<file path="src/rtl/timepulse_generator_if.sv">
// Control and timepulse signal bundle for timepulse_generator.
// master drives the stop/step/restart controls; slave produces the timepulses.
interface timepulse_generator_if #(
  parameter int unsigned CNT_W = 16
);
  logic             GOJAM;
  logic             MSTP;
  logic             MSTRT;
  logic [11:0]      T_n;
  logic             CT_n;
  logic             RT_n;
  logic             WT_n;
  logic             TT_n;
  logic             P04_n;
  logic             T10_n;
  logic             STOPPED;
  logic [CNT_W-1:0] MCTCNT;

  modport master (
    output GOJAM, MSTP, MSTRT,
    input  T_n, CT_n, RT_n, WT_n, TT_n, P04_n, T10_n, STOPPED, MCTCNT
  );

  modport slave (
    input  GOJAM, MSTP, MSTRT,
    output T_n, CT_n, RT_n, WT_n, TT_n, P04_n, T10_n, STOPPED, MCTCNT
  );
endinterface

</file>
<file path="src/rtl/timepulse_generator.sv">
// Twelve-timepulse, four-phase memory-cycle sequencer with stop, single-step
// and GOJAM restart; every output comes straight from a flop.
module timepulse_generator #(
  parameter int unsigned CNT_W = 16
) (
  input  logic                  SIM_CLK,
  input  logic                  SIM_RST,
  timepulse_generator_if.slave  bus
);

  localparam int unsigned TP_W   = 4;
  localparam int unsigned PH_W   = 2;
  localparam int unsigned NUM_TP = 12;
  localparam logic [TP_W-1:0] TP_LAST = TP_W'(NUM_TP - 1);
  localparam logic [PH_W-1:0] PH_LAST = PH_W'(3);

  typedef enum logic [1:0] {
    ST_RUN  = 2'd0,
    ST_HALT = 2'd1,
    ST_STEP = 2'd2
  } state_e;

  state_e            state_q, state_d;
  logic [PH_W-1:0]   phase_q, phase_d;
  logic [TP_W-1:0]   tp_q, tp_d;
  logic [CNT_W-1:0]  cnt_q, cnt_d;
  logic              mstrt_q, mstrt_d;
  logic [NUM_TP-1:0] t_n_q, t_n_d;
  logic              ct_n_q, ct_n_d;
  logic              rt_n_q, rt_n_d;
  logic              wt_n_q, wt_n_d;
  logic              tt_n_q, tt_n_d;
  logic              p04_n_q, p04_n_d;
  logic              stopped_q, stopped_d;

  logic mct_end;
  logic mstrt_rise;
  logic running_d;

  // Sequencing and stop/step control
  always_comb begin
    state_d    = state_q;
    phase_d    = phase_q;
    tp_d       = tp_q;
    cnt_d      = cnt_q;
    mstrt_d    = bus.MSTRT;
    mct_end    = (tp_q == TP_LAST) && (phase_q == PH_LAST);
    mstrt_rise = bus.MSTRT && !mstrt_q;

    if (bus.GOJAM) begin
      mstrt_d = 1'b0;
      unique case (state_q)
        ST_RUN: begin
          phase_d = '0;
          tp_d    = '0;
        end
        ST_STEP: begin
          phase_d = '0;
          tp_d    = '0;
          state_d = bus.MSTP ? ST_HALT : ST_RUN;
        end
        ST_HALT: ;
        default: state_d = ST_RUN;
      endcase
    end else begin
      unique case (state_q)
        ST_HALT: begin
          if (!bus.MSTP)       state_d = ST_RUN;
          else if (mstrt_rise) state_d = ST_STEP;
        end
        ST_RUN, ST_STEP: begin
          phase_d = phase_q + PH_W'(1);
          if (phase_q == PH_LAST) tp_d = mct_end ? '0 : tp_q + TP_W'(1);
          // A completed MCT is the only point where a stop request is honoured
          if (mct_end) begin
            cnt_d   = cnt_q + CNT_W'(1);
            state_d = bus.MSTP ? ST_HALT : ST_RUN;
          end
        end
        default: state_d = ST_RUN;
      endcase
    end

    running_d = (state_d != ST_HALT);
    t_n_d     = running_d ? ~(NUM_TP'(1) << tp_d) : '1;
    ct_n_d    = !(running_d && (phase_d == PH_W'(0)));
    rt_n_d    = !(running_d && (phase_d == PH_W'(1)));
    wt_n_d    = !(running_d && (phase_d == PH_W'(2)));
    tt_n_d    = !(running_d && ((phase_d == PH_W'(1)) || (phase_d == PH_W'(2))));
    p04_n_d   = !(running_d && (phase_d == PH_LAST));
    stopped_d = !running_d;
  end

  always_ff @(posedge SIM_CLK or negedge SIM_RST) begin
    if (!SIM_RST) begin
      state_q   <= ST_RUN;
      phase_q   <= '0;
      tp_q      <= '0;
      cnt_q     <= '0;
      mstrt_q   <= 1'b0;
      t_n_q     <= 12'hFFE;
      ct_n_q    <= 1'b0;
      rt_n_q    <= 1'b1;
      wt_n_q    <= 1'b1;
      tt_n_q    <= 1'b1;
      p04_n_q   <= 1'b1;
      stopped_q <= 1'b0;
    end else begin
      state_q   <= state_d;
      phase_q   <= phase_d;
      tp_q      <= tp_d;
      cnt_q     <= cnt_d;
      mstrt_q   <= mstrt_d;
      t_n_q     <= t_n_d;
      ct_n_q    <= ct_n_d;
      rt_n_q    <= rt_n_d;
      wt_n_q    <= wt_n_d;
      tt_n_q    <= tt_n_d;
      p04_n_q   <= p04_n_d;
      stopped_q <= stopped_d;
    end
  end

  assign bus.T_n     = t_n_q;
  assign bus.T10_n   = t_n_q[9];
  assign bus.CT_n    = ct_n_q;
  assign bus.RT_n    = rt_n_q;
  assign bus.WT_n    = wt_n_q;
  assign bus.TT_n    = tt_n_q;
  assign bus.P04_n   = p04_n_q;
  assign bus.STOPPED = stopped_q;
  assign bus.MCTCNT  = cnt_q;

endmodule

</file>
<file path="src/flat_wrapper.sv">
// flat-port wrapper written by rule: the top's interface ports become plain ports
module timepulse_generator_flat 
#(
  parameter int unsigned CNT_W = 16
)
  (SIM_CLK, SIM_RST, bus_GOJAM, bus_MSTP, bus_MSTRT, bus_T_n, bus_CT_n, bus_RT_n, bus_WT_n, bus_TT_n, bus_P04_n, bus_T10_n, bus_STOPPED, bus_MCTCNT);
  timepulse_generator_if #(.CNT_W(CNT_W)) bus_i ();
  input  logic SIM_CLK;
  input  logic SIM_RST;
  input wire logic [$bits(bus_i.GOJAM)-1:0] bus_GOJAM;
  input wire logic [$bits(bus_i.MSTP)-1:0] bus_MSTP;
  input wire logic [$bits(bus_i.MSTRT)-1:0] bus_MSTRT;
  output wire logic [$bits(bus_i.T_n)-1:0] bus_T_n;
  output wire logic [$bits(bus_i.CT_n)-1:0] bus_CT_n;
  output wire logic [$bits(bus_i.RT_n)-1:0] bus_RT_n;
  output wire logic [$bits(bus_i.WT_n)-1:0] bus_WT_n;
  output wire logic [$bits(bus_i.TT_n)-1:0] bus_TT_n;
  output wire logic [$bits(bus_i.P04_n)-1:0] bus_P04_n;
  output wire logic [$bits(bus_i.T10_n)-1:0] bus_T10_n;
  output wire logic [$bits(bus_i.STOPPED)-1:0] bus_STOPPED;
  output wire logic [$bits(bus_i.MCTCNT)-1:0] bus_MCTCNT;
  assign bus_i.GOJAM = bus_GOJAM;
  assign bus_i.MSTP = bus_MSTP;
  assign bus_i.MSTRT = bus_MSTRT;
  assign bus_T_n = bus_i.T_n;
  assign bus_CT_n = bus_i.CT_n;
  assign bus_RT_n = bus_i.RT_n;
  assign bus_WT_n = bus_i.WT_n;
  assign bus_TT_n = bus_i.TT_n;
  assign bus_P04_n = bus_i.P04_n;
  assign bus_T10_n = bus_i.T10_n;
  assign bus_STOPPED = bus_i.STOPPED;
  assign bus_MCTCNT = bus_i.MCTCNT;
  timepulse_generator #(.CNT_W(CNT_W)) u_core (.SIM_CLK(SIM_CLK), .SIM_RST(SIM_RST), .bus(bus_i));
endmodule
</file>
<file path="config.mk">
export PLATFORM = sky130hd
export DESIGN_NAME = timepulse_generator_flat
export DESIGN_NICKNAME = d
export VERILOG_FILES = /design/src/rtl/timepulse_generator_if.sv /design/src/rtl/timepulse_generator.sv /design/src/flat_wrapper.sv
export SDC_FILE = /design/constraint.sdc
export NUM_CORES = 1
export LEC_CHECK = 0
export BUFFER_PORTS_ARGS = -buffer_cell sky130_fd_sc_hd__buf_4
export CAP_MARGIN = 20
export CORE_MARGIN = 3
export CORE_UTILIZATION = 30
export DETAILED_ROUTE_END_ITERATION = 12
export GPL_TIMING_DRIVEN = 0
export PLACE_DENSITY = 0.48
export RECOVER_POWER = 50
export SLEW_MARGIN = 20
export SYNTH_ARGS = -nofsm -noshare
export SYNTH_HDL_FRONTEND = slang
export SYNTH_SLANG_ARGS = --single-unit
export TNS_END_PERCENT = 10
</file>
<file path="constraint.sdc">
create_clock -name SIM_CLK -period 2 [get_ports SIM_CLK]
set_input_delay 0.4 -clock SIM_CLK [delete_from_list [all_inputs] [get_ports SIM_CLK]]
set_output_delay 0.4 -clock SIM_CLK [all_outputs]
set_load 0.02 [all_outputs]
</file>
### Word-level counts from Yosys, hierarchy flattened

Cells that the tools add are included.

| storage, ports and cells | value |
|---|---|
| flip-flop bits (word level) | 43 |
| latch bits | 0 |
| bits in writable memories | 0 |
| bits in read-only memories | 0 |
| bits of input ports | 5 |
| output and inout port bits | 35 |
| word-level logic and storage cells | 63 |
| memories | 0 |

| operators by class | value |
|---|---|
| add/subtract/negate cells | 3 |
| multiply operators | 0 |
| div/mod/pow operators | 0 |
| $lt $le $gt $ge | 0 |
| eq/ne operators | 8 |
| shift-type cells | 1 |
| multiplexer cells | 17 |
| bitwise operators | 2 |
| reduce and logical (&&, ||, !) cells | 20 |

Operator list:

| operator | count |
|---|---|
| 2-to-1 mux 4 bit | 5 |
| adder 16 x 1 -> 16 bit (second input constant) | 1 |
| 2-to-1 mux 2 bit | 7 |
| 2-to-1 mux 12 bit | 1 |
| inverter 12 bit | 1 |
| << shifter 1 x 4 -> 12 bit (first input constant) | 1 |
| equality test 2 bit (second input constant) | 4 |
| one-hot mux 2 bit (2 select lines) | 2 |
| logical AND 1 bit | 7 |
| zero test 1 bit | 7 |
| adder 4 x 1 -> 4 bit (second input constant) | 1 |
| equality test 2 x 1 -> 1 bit (second input constant) | 2 |
| equality test 4 bit (second input constant) | 1 |
| zero test 2 bit | 2 |
| OR reduction 2 bit | 2 |
| AND reduction 3 bit | 1 |
| adder 2 x 1 -> 2 bit (second input constant) | 1 |
| 2-to-1 mux 1 bit | 2 |
| != test 2 x 1 -> 1 bit (second input constant) | 1 |
| logical OR 1 bit | 1 |
| inverter 1 bit | 1 |

### Longest topological paths before layout

| depth | value |
|---|---|
| depth after elaboration | 9 |
| depth in mapped cells | 6 |
| mapped depth without buffers | 6 |

### Worst setup path before layout

Ideal clock, no wire load.

| timing path | value |
|---|---|
| path type | reg-to-reg |
| from | reg u_core.phase_q[0] |
| to | reg u_core.t_n_q[5] (netlist: u_core.bus.T_n[5]) |
| setup time | 0.093 ns |
| data arrival time | 1.657 ns |
| required time | 1.907 ns |
| slack | 0.250 ns |
| cell stages (with the launch flop) | 7 |
| path buffers | 0 |
| clock period less this slack | 1.750 ns |
| cell sequence | dfrtp_1 > ha_1 > and4b_1 > or3b_1 > o221a_4 > clkinv_4 > nand3_1 |

| between the ends | value |
|---|---|
| longest elaborated chain between the ends | 9 |
| elaborated cells between the ends (all ways) | 13 |
| those cells by class | eq/ne: 2; shift: 1; mux: 8; bitwise: 1; reduce/logical: 1 |

Ends and longest elaborated chain:

| element | RTL line | RTL |
|---|---|---|
| from (decl) | timepulse_generator.sv:24 | `logic [PH_W-1:0] phase_q, phase_d;` |
| from (signal assigned) | timepulse_generator.sv:110 | `phase_q <= phase_d;` |
| equality test 2 bit * | timepulse_generator.sv:47, timepulse_generator.sv:73 |  |
| logical AND 1 bit | timepulse_generator.sv:47 | `mct_end = (tp_q == TP_LAST) && (phase_q == PH_LAST);` |
| 2-to-1 mux 4 bit | timepulse_generator.sv:73 | `if (phase_q == PH_LAST) tp_d = mct_end ? '0 : tp_q + TP_W'(1);` |
| 2-to-1 mux 4 bit * | timepulse_generator.sv:73 |  |
| 2-to-1 mux 4 bit * | timepulse_generator.sv:66 | `unique case (state_q)` |
| 2-to-1 mux 4 bit * | timepulse_generator.sv:50 | `if (bus.GOJAM) begin` |
| net u_core.tp_d[0] | timepulse_generator.sv:25 | `logic [TP_W-1:0] tp_q, tp_d;` |
| << shifter 1 x 4 -> 12 bit * | timepulse_generator.sv:85 | `t_n_d = running_d ? ~(NUM_TP'(1) << tp_d) : '1;` |
| inverter 12 bit * | timepulse_generator.sv:85 |  |
| 2-to-1 mux 12 bit * | timepulse_generator.sv:85 |  |
| net u_core.t_n_d[5] | timepulse_generator.sv:28 | `logic [NUM_TP-1:0] t_n_q, t_n_d;` |
| to (signal assigned) | timepulse_generator.sv:114 | `t_n_q <= t_n_d;` |
| to (decl) | timepulse_generator.sv:28 |  |

Mark *: on every way through the listed nets, which the timed path passes. The rest lies on a longest branch.
A chain may end at the register's enable or synchronous reset.

### Final worst setup path

| timing path | value |
|---|---|
| from | reg u_core.tp_q[1] |
| to | reg u_core.t_n_q[5] (netlist: u_core.bus.T_n[5]) |

| between the ends | value |
|---|---|
| longest elaborated chain between the ends | 9 |
| elaborated cells between the ends (all ways) | 15 |
| those cells by class | add/sub: 1; eq/ne: 2; shift: 1; mux: 9; bitwise: 1; reduce/logical: 1 |

Ends and longest elaborated chain:

| element | RTL line | RTL |
|---|---|---|
| from (decl) | timepulse_generator.sv:25 |  |
| from (signal assigned) | timepulse_generator.sv:111 | `tp_q <= tp_d;` |
| equality test 4 bit | timepulse_generator.sv:47 |  |
| logical AND 1 bit | timepulse_generator.sv:47 |  |
| 2-to-1 mux 4 bit (2 in series) | timepulse_generator.sv:73 |  |
| 2-to-1 mux 4 bit | timepulse_generator.sv:66 |  |
| 2-to-1 mux 4 bit | timepulse_generator.sv:50 |  |
| net u_core.tp_d[0] | timepulse_generator.sv:25 |  |
| << shifter 1 x 4 -> 12 bit | timepulse_generator.sv:85 |  |
| inverter 12 bit | timepulse_generator.sv:85 |  |
| 2-to-1 mux 12 bit | timepulse_generator.sv:85 |  |
| net u_core.t_n_d[5] | timepulse_generator.sv:28 |  |

The timed path passes the listed nets, and every way through them passes these cells.

==> impl_metrics.py <==
metrics = {
    "status": {
        "run_status": "completed",
    },
    "timing": {
        "setup_viol_count_final": 0,
        "worst_pin_slew_ns": 1.06,
        "period_minus_slack_ns": 1.84,
        "clock_skew_ns": 0.0127,
        "fin_ws_ns": 0.156,
        "timing.max_slew.rel_slack_pct": 29.0,
        "hold_viol_final": 0,
        "layout_worst_path_cycle_share_pct": 92.2,
        "setup_repair_after_global_routing_missed_its_margin": "no",
        "finalSetupTns_ns": 0,
        "timing.final.max_slew_violations": 0,
        "max_freq_mhz": 542,
        "final.hold.worst_slack_ns": 0.288,
    },
    "global_routing": {
        "global_route.usage.total_pct": 11.1,
        "vias_in_the_first_global_route": 1428,
        "global_route.overflow_total": 0,
        "maximum_number_of_pins_on_one_net_before_global_route_repair": 44,
        "grt_pass1_wl_um": 6590,
        "antenna_found_initial": 0,
    },
    "synth": {
        "synth.top_cells.by_area": "sky130_fd_sc_hd__dfrtp_1, sky130_fd_sc_hd__dfstp_2, sky130_fd_sc_hd__ha_1",
        "ys.warnings.count": 0,
        "synth-async-reset-ratio_pct": 100,
        "syn-instance-count": 167,
        "ys_seq_area_share_pct": 56.8,
        "synth.lib_cells_used.distinct": 41,
        "post_synth.cell_area_avg_um2": 11.5,
        "yosys.area.top_type_share_pct": 36.3,
        "mappedNetlistNets": 180,
        "synth_enable_flop_cells": 0,
        "yosys_most_used_dff": "sky130_fd_sc_hd__dfrtp_1",
        "post-synth-top-area-cell": "sky130_fd_sc_hd__dfrtp_1",
        "register_bit_total_from_synthesis": 43,
        "synthesis.area_um2": 1930,
    },
    "cells_and_area": {
        "area.sequential_um2": 1090,
        "multi_input_area_um2": 772,
        "post_layout_nonfiller_instances": 290,
        "syn_to_final_growth_pct": 23.5,
        "finalInstanceArea_um2": 2380,
        "insertedDiodeCount": 0,
        "net_count_final": 227,
        "drive_gt1_share_pct": 27.0,
        "utilization_pct": 39.3,
        "fill_cells": 627,
    },
    "clocking": {
        "worstSkewPairLatency_ns": 0.29,
        "tritoncts_clock_tree": "done",
        "clock_tree.htree_level_count": 2,
        "clk_root_buffer_cell": "sky130_fd_sc_hd__clkbuf_8",
        "cts_buffers": 5,
        "cts_max_path_buffers": 2,
        "cts_hold_repair.buffers": 0,
        "numClockSinks": 43,
        "clkTransAtPathRegs_ns": 0.09,
    },
    "place": {
        "placedCellCount": 281,
        "place_area_um2": 2310,
        "count_of_port_buffers_added_during_placement": 39,
        "half_perimeter_wire_length_after_detailed_placement_um": 2630,
        "place_congestion": 0.726,
        "dp_worst_setup_slack_ns": 0.0823,
    },
    "power": {
        "post-layout-total-power_mw": 1.90,
        "vdd_ir_drop_max_v": 0.000523,
        "switching_power_uw": 493,
        "pwr_density_cell_nw_per_um2": 800,
        "leakage_nw": 1.10,
        "proportion_of_power_drawn_by_flip_flops_and_latches_pct": 50.4,
        "pwr-share-clk_pct": 35.1,
        "cellInternalPower_mw": 1.41,
        "switching_share_pct": 25.9,
        "comb_power_share_pct": 14.5,
    },
    "setup_path": {
        "critical_path_required_ns": 2.21,
        "critPathCapture": "u_core.bus.T_n[5]",
        "endpoint_kind": "register",
        "cp-startpoint": "u_core.tp_q[1]",
        "r2r.worst_path.cells": 6,
        "worst-endpoint-arrival_ns": 2.05,
        "critical_path_class": "reg2reg",
        "rrSetupSlack_ns": 0.16,
        "rr_endpoint": "u_core.bus.T_n[5]",
        "timing.critical_path.slowest_stage_cell": "sky130_fd_sc_hd__dfrtp_1",
        "slowest_delay_ns": 0.43,
        "crit-reg2reg-launch": "u_core.tp_q[1]",
        "worst-path-max-fanout": 7,
        "critical_path.cell_chain": "ha_1 -> and4b_1 -> or3b_1 -> o221a_4 -> clkinv_4 -> nand3_1",
        "critPathLaunchType": "register",
    },
    "drt": {
        "1st_iter_drt_viols": 38,
        "firstDrtPassIters": 4,
        "final_antenna_net_count": 0,
        "total_via_count_after_detailed_routing": 1387,
        "post_drt_wl_per_cell_um": 12.8,
        "drc": 0,
        "route.final.wire_length_um": 3720,
        "post_drt_via_cell_ratio": 4.78,
    },
    "floorplan": {
        "fp.dieArea_um2": 7430,
        "die_width_um": 86.2,
        "ios": 40,
        "rows": 28,
        "chipHeight_um": 86.2,
        "start_util_pct": 31.8,
        "floorplan.core_area_um2": 6060,
    },
    "run": {
        "max_cap_viol_count": 0,
    },
    "worst_hold_path": {
        "min_path_type": "in2async",
    },
}
==> sequential cells by signal, indices dropped and copies added (netlist names), 2 cells and up <==
name               flops
u_core.state_q         2
u_core.bus.MCTCNT     16
u_core.bus.T_n        12
u_core.phase_q         2
u_core.tp_q            4
==> synthesized netlist by cell type, drive strengths merged (2+ instances only) <==
library cell / number
a21oi: 2
and3: 4
and4: 2
buf: 3
dfrtp: 28
dfstp: 15
ha: 8
inv: 9
mux2: 2
nand2: 16
nand2b: 2
nand3: 16
nand4: 7
nor2: 8
nor2b: 3
nor3: 3
nor3b: 2
xnor2: 9
xor2: 7
==> final cells by class <==
type	count	area share [%]
Inverter	10	1.79
Clock inverter	3	1.84
Timing Repair Buffer	40	10.3
Multi-Input combinational cell	110	32.4
Tap cell	75	3.94
Buffer	4	0.841
Sequential cell	43	46.0
Clock buffer	5	2.89
==> layer usage <==
| layer | global-route usage, % | share of wire (%) | up-vias |
|---|---|---|---|
| met5 | 0 | 0 | - |
| met4 | 4.53 | 1.6 | 0 |
| met3 | 3.04 | 5.8 | 7 |
| met2 | 17.0 | 45 | 32 |
| met1 | 14.9 | 47 | 676 |
| li1 | - | - | 672 |
==> worst min-delay path by stage <==
| stage | depth (start not counted) | from | to |
|---|---|---|---|
| floorplan | 0 | SIM_RST | u_core.bus.CT_n |
| global placement | 1 | SIM_RST | u_core.bus.MCTCNT[0] |
| detailed placement | 1 | SIM_RST | u_core.bus.MCTCNT[4] |
| CTS | 1 | SIM_RST | u_core.bus.MCTCNT[5] |
| global route | 1 | SIM_RST | u_core.bus.MCTCNT[5] |
| finish | 1 | SIM_RST | u_core.bus.MCTCNT[5] |
==> what timing repair did <==
item,CTS,global route
gates resized for setup,0,1
buffers inserted,0,1
setup endpoints to repair,0,7
==> cell usage in the layout (no fill, tap or decap), types with 2 or more instances in the layout <==
cell,n
sky130_fd_sc_hd__dfrtp_1,28
sky130_fd_sc_hd__buf_4,26
sky130_fd_sc_hd__clkbuf_1,16
sky130_fd_sc_hd__nand2_1,16
sky130_fd_sc_hd__nand3_1,16
sky130_fd_sc_hd__dfstp_2,15
sky130_fd_sc_hd__inv_1,9
sky130_fd_sc_hd__xnor2_1,9
sky130_fd_sc_hd__nor2_1,8
sky130_fd_sc_hd__nand4_1,7
sky130_fd_sc_hd__xor2_1,7
sky130_fd_sc_hd__ha_1,7
sky130_fd_sc_hd__clkbuf_8,5
sky130_fd_sc_hd__and3_1,4
sky130_fd_sc_hd__nor2b_1,3
sky130_fd_sc_hd__nor3_1,3
sky130_fd_sc_hd__nand2b_1,2
sky130_fd_sc_hd__nor3b_1,2
sky130_fd_sc_hd__clkinv_4,2
sky130_fd_sc_hd__a21oi_1,2
sky130_fd_sc_hd__and4_1,2
==> worst max-delay path: cells and delay by family, from the launching register on <==
family,cells,cell delay (ns)
AO/OA/AOI/OAI,1,0.31
buffers and inverters,1,0.08
flip-flops,1,0.43
AND/OR/NAND/NOR,3,0.70
adder cells (fa/ha/maj),1,0.24
==> power groups by stage <==
stage          combinational [mW]  sequential (mW)  clock (mW)
6_report                    0.277            0.960       0.668
3_3_place_gp                0.286            0.979           0
5_1_grt                     0.316            0.966       0.730
4_1_cts                     0.289            0.962       0.700
2_1_floorplan               0.126             1.02           0
3_5_place_dp                0.288            0.977           0
==> kinds of logic (layout without fill, tap and decap cells) <==
family | Yosys count | after routing | synth area share (%)
XOR/XNOR | 16 | 16 | 7.27
buffers and inverters | 14 | 62 | 3.31
flip-flops | 43 | 43 | 56.8
adder cells (fa/ha/maj) | 8 | 8 | 5.19
multiplexers | 3 | 3 | 1.69
AND/OR/NAND/NOR | 72 | 72 | 20.5
AO/OA/AOI/OAI | 11 | 11 | 5.26
(Power assumes the default switching activity.)
